==> config.mk <==
export PLATFORM = sky130hd
export DESIGN_NAME = mlp_patch_loader
export DESIGN_NICKNAME = d
export VERILOG_FILES = /design/src/rtl/mlp_patch_loader.sv
export SDC_FILE = /design/constraint.sdc
export NUM_CORES = 1
export LEC_CHECK = 0
export CAP_MARGIN = 20
export CORE_UTILIZATION = 52
export CTS_CLUSTER_DIAMETER = 100
export DETAILED_ROUTE_END_ITERATION = 8
export PLACE_DENSITY = 0.89
export SYNTH_ARGS = -nofsm -noshare
export SYNTH_HDL_FRONTEND = slang
export SYNTH_SLANG_ARGS = --single-unit
==> constraint.sdc <==
create_clock -name clk -period 4.8 [get_ports clk]
set_input_delay 0.48 -clock clk [delete_from_list [all_inputs] [get_ports clk]]
set_output_delay 0.48 -clock clk [all_outputs]
set_load 0.01 [all_outputs]
==> src/rtl/mlp_patch_loader.sv <==
// rtl/mlp_patch_loader.sv - serial patch sample loader and score capture for the mlp classifier
module mlp_patch_loader #(
    parameter int N1      = 98,
    parameter int W_X     = 4,
    parameter int W_Y     = 16,
    parameter int MLP_LAT = 0
) (
    input  logic                          clk,
    input  logic                          rst,
    input  logic                          s_valid,
    output logic                          s_ready,
    input  logic [W_X-1:0]                s_mag,
    input  logic                          s_pol,
    input  logic                          s_last,
    output logic [N1/2-1:0][W_X-1:0]      mlp_in_mag,
    output logic [N1/2-1:0]               mlp_in_pol,
    input  logic [W_Y-1:0]                mlp_out,
    output logic                          m_valid,
    input  logic                          m_ready,
    output logic [W_Y-1:0]                m_score,
    output logic                          m_err
);

    localparam int P   = N1 / 2;
    localparam int IW  = (P > 1) ? $clog2(P) : 1;
    localparam int WCW = (MLP_LAT > 0) ? $clog2(MLP_LAT + 1) : 1;

    typedef enum logic [1:0] {
        LOAD  = 2'd0,
        DRAIN = 2'd1,
        WAIT  = 2'd2,
        OUT   = 2'd3
    } state_t;

    state_t                      state_q;
    logic [IW-1:0]               idx_q;
    logic [WCW-1:0]              wcnt_q;
    logic [P-1:0][W_X-1:0]       mag_q;
    logic [P-1:0]                pol_q;
    logic                        valid_q;
    logic [W_Y-1:0]              score_q;
    logic                        err_q;
    logic                        s_xfer;
    logic                        at_end;

    // Ready depends only on state (and reset), so upstream never sees a combinational loop through s_valid
    assign s_ready = !rst && ((state_q == LOAD) || (state_q == DRAIN));
    assign s_xfer  = s_valid && s_ready;
    assign at_end  = (idx_q == IW'(P - 1));

    assign mlp_in_mag = mag_q;
    assign mlp_in_pol = pol_q;
    assign m_valid    = valid_q;
    assign m_score    = score_q;
    assign m_err      = err_q;

    // Patch framing FSM: fill the parallel vector, wait out mlp latency, hold the score until taken
    always_ff @(posedge clk) begin
        if (rst) begin
            state_q <= LOAD;
            idx_q   <= '0;
            wcnt_q  <= '0;
            mag_q   <= '0;
            pol_q   <= '0;
            valid_q <= 1'b0;
            score_q <= '0;
            err_q   <= 1'b0;
        end else begin
            err_q <= 1'b0;
            case (state_q)
                LOAD: begin
                    if (s_xfer) begin
                        mag_q[idx_q] <= s_mag;
                        pol_q[idx_q] <= s_pol;
                        if (at_end) begin
                            idx_q <= '0;
                            if (s_last) begin
                                state_q <= WAIT;
                                wcnt_q  <= '0;
                            end else begin
                                // Too many samples: flag now, swallow the rest of the patch
                                err_q   <= 1'b1;
                                state_q <= DRAIN;
                            end
                        end else if (s_last) begin
                            // Patch ended early: discard and restart at element 0
                            err_q <= 1'b1;
                            idx_q <= '0;
                        end else begin
                            idx_q <= idx_q + IW'(1);
                        end
                    end
                end
                DRAIN: begin
                    if (s_xfer && s_last) begin
                        idx_q   <= '0;
                        state_q <= LOAD;
                    end
                end
                WAIT: begin
                    if (wcnt_q == WCW'(MLP_LAT)) begin
                        score_q <= mlp_out;
                        valid_q <= 1'b1;
                        state_q <= OUT;
                    end else begin
                        wcnt_q <= wcnt_q + WCW'(1);
                    end
                end
                OUT: begin
                    if (m_ready) begin
                        valid_q <= 1'b0;
                        idx_q   <= '0;
                        state_q <= LOAD;
                    end
                end
                default: state_q <= LOAD;
            endcase
        end
    end

endmodule

==> metrics.txt <==
status finished, final reports clean; TritonCTS Buffers 28; placed cell areas 13480 µm²; remaining antenna violation count after routing 0; internal power 3643 µW; Total Routed Length 29.38 mm; period utilization 62.25%; synthesized flop and latch total 271; CTS tree yes; Max Fanout on Critical Path 14; hpwl dp 18.71 mm; PwrDens 321.8 nW/µm²; H-tree depth 1; Slew Limit Fails 0; Setup Fix Bufs, Post-CTS 0; Die Area 20860 µm²; max_cap viols 0; VDD IR max 305.8 µV; clock sinks 271; Synth top area share 51.42%; Fin. Hold Viols 0; register clock-pin slew on the reported worst setup and hold paths 0.06 ns; Root Buffer clkbuf_16; Initial Utilization 53.69%; Distinct cells, synth 39; Sw Pwr 1004 µW; syn nets 1055; Initial DRC Count 558; Layout Area Growth over Synthesis 36.88%; number of fill cells in the layout 1353; Initial DRT Pass Iterations 5; layout cells sized above 1 6.977%; number of synthesized flops with an enable pin 0; CP arrival 3.36 ns; grt total ovfl 0; Die H 144.4 µm; GPL Wtd Cong 0.7640; PortBufs 289; Worst-Margin Slew 1.114 ns; class of the worst hold path input port to flip-flop; Chip Width 144.4 µm; routed vias/inst 5.356; ant diodes 0; Worst-Skew Late Latency 0.53 ns; Setup Skew 0.008903 ns; Routed WL per cell 18.90 µm; Sequential Power Share 48.6%; syn_area_per_cell 10.27 µm²; vias in the first global route 8015; CP Class flip-flop to flip-flop; hold buffers post-CTS 0; routed vias 8329; cell taking the most area after synthesis dfxtp_1; largest cells by area after synthesis dfxtp_1, mux2i_1, nor2_1, nor4_4, clkbuf_1; final setup vio count 0; Clk pwr share 47.9%; Synth Instances 1027; LEAKAGE 0.005696 µW; Critical Path Start Type flip-flop; clk buf depth 3; global-route wire length before repair 44.18 mm; Tmin final 2.988 ns; Cell Rows 51; Layout Nets 1298; finished layout cell area 14440 µm²; initial antenna violation count 0; Seq/Total Area, Yosys 51.42%; Synth warnings 0; Post-synth ARST share 0%; core area 19650 µm²; CP Capture Type flip-flop; RSZ-0062 raised after global routing false; largest net degree at the start of global routing 216; post-CTS resize count 0; FMAX 0.3346 GHz; post-synthesis instance area 10550 µm²; Critical Path RT 5.17 ns; total track usage 27.22%; switching share of power 21.61%; logic gate share of total power 3.5%; TNS Setup 0 ns; normalized max-slew margin 25.74%; DRC errors left 0; Ports 290; ys flop type dfxtp_1
through the flow:
step	setup slack (ns)	util, %	std cells	hold WS [ns]	total power [µW]
floorplan	2.680	-	1027	0.4805	2413
global placement	1.462	68.57	1504	0.4408	2471
detailed placement	1.368	68.57	1504	0.4471	2471
CTS	1.815	73.46	1554	0.3965	4673
global route	1.641	73.48	1555	0.4399	4782
finish	1.812	73.48	1555	0.4027	4647
power groups by stage:
stage          Combinational, µW  Sequential, µW  Clock [µW]
2_1_floorplan                105            2310           0
3_3_place_gp                 162            2310           0
3_5_place_dp                 162            2310           0
4_1_cts                      163            2260        2250
5_1_grt                      175            2260        2350
6_report                     164            2260        2220
worst paths after layout:
| path | from | endpoint | slack, ns | cells after the start |
|---|---|---|---|---|
| setup reg to reg | state_q[1] | mlp_in_mag[135] | 1.81 | 5 |
| setup / recovery | state_q[1] | mlp_in_mag[135] | 1.81 | 5 |
| hold / removal | rst | mlp_in_mag[63] | 0.40 | 2 |
| hold reg to reg | m_score[2] | m_score[2] | 0.45 | 2 |
flip-flops by register name (all words and copies together) (netlist names):
register and flops:
mlp_in_mag 196, mlp_in_pol 49, m_score 16, idx_q 6
state_q 2, m_err 1, m_valid 1
layout make-up:
type / instances / area [µm²] / share of cell area [%]
Timing Repair Buffer: 297 / 2942 / 20.37
Tap cell: 265 / 331.6 / 2.296
Multi-Input combinational cell: 668 / 4765 / 32.99
Clock buffer: 41 / 860.8 / 5.960
Inverter: 4 / 15.01 / 0.1040
Clock inverter: 9 / 100.1 / 0.6931
Sequential cell: 271 / 5429 / 37.59
metal layers:
metal  GRT usage (%)  share of wire (%)  vias up
met5               0                  0        -
met4           9.917                3.3        0
met3           7.715                8.2       60
met2           46.18                 48      302
met1           32.66                 41     3993
li1                -                  -     3974
cells in the final DEF (no fill, tap or decap), types with 6 or more instances in the layout:
master	n
mux2i_1	245
dfxtp_1	270
buf_2	6
nand2_1	38
nand3_1	9
nand4_1	24
buf_4	6
nor2_1	251
clkdlybuf4s50_1	283
nor4_4	24
clkbuf_16	29
a21oi_1	23
clkbuf_8	10
kinds of logic after synthesis:
| logic type | Yosys count | synth area share, % |
|---|---|---|
| AOI/OAI and AO/OA | 40 | 2.253 |
| adders and majority gates | 2 | 0.2371 |
| buffers and inverters | 88 | 3.486 |
| DFF | 271 | 51.42 |
| muxes | 245 | 23.24 |
| and+or+nand+nor | 381 | 19.36 |
cell usage after synthesis, types with 4 or more instances:
library cell	n
dfxtp_1	271
nor2_1	251
mux2i_1	245
clkbuf_1	77
nand2_1	38
nand4_1	24
nor4_4	24
a21oi_1	23
nand3_1	9
nand2b_1	5
and3b_1	4
inv_1	4
nand3b_1	4
nor2b_1	4
nor3_1	4
o31ai_1	4
critical path, cell delays in order (launching register included):
cell	delay, ns
dfxtp_1	0.43
or4b_2	1.08
buf_4	0.38
nor4_4	0.56
mux2i_1	0.28
nor2_1	0.08
(Power assumes the default switching activity.)
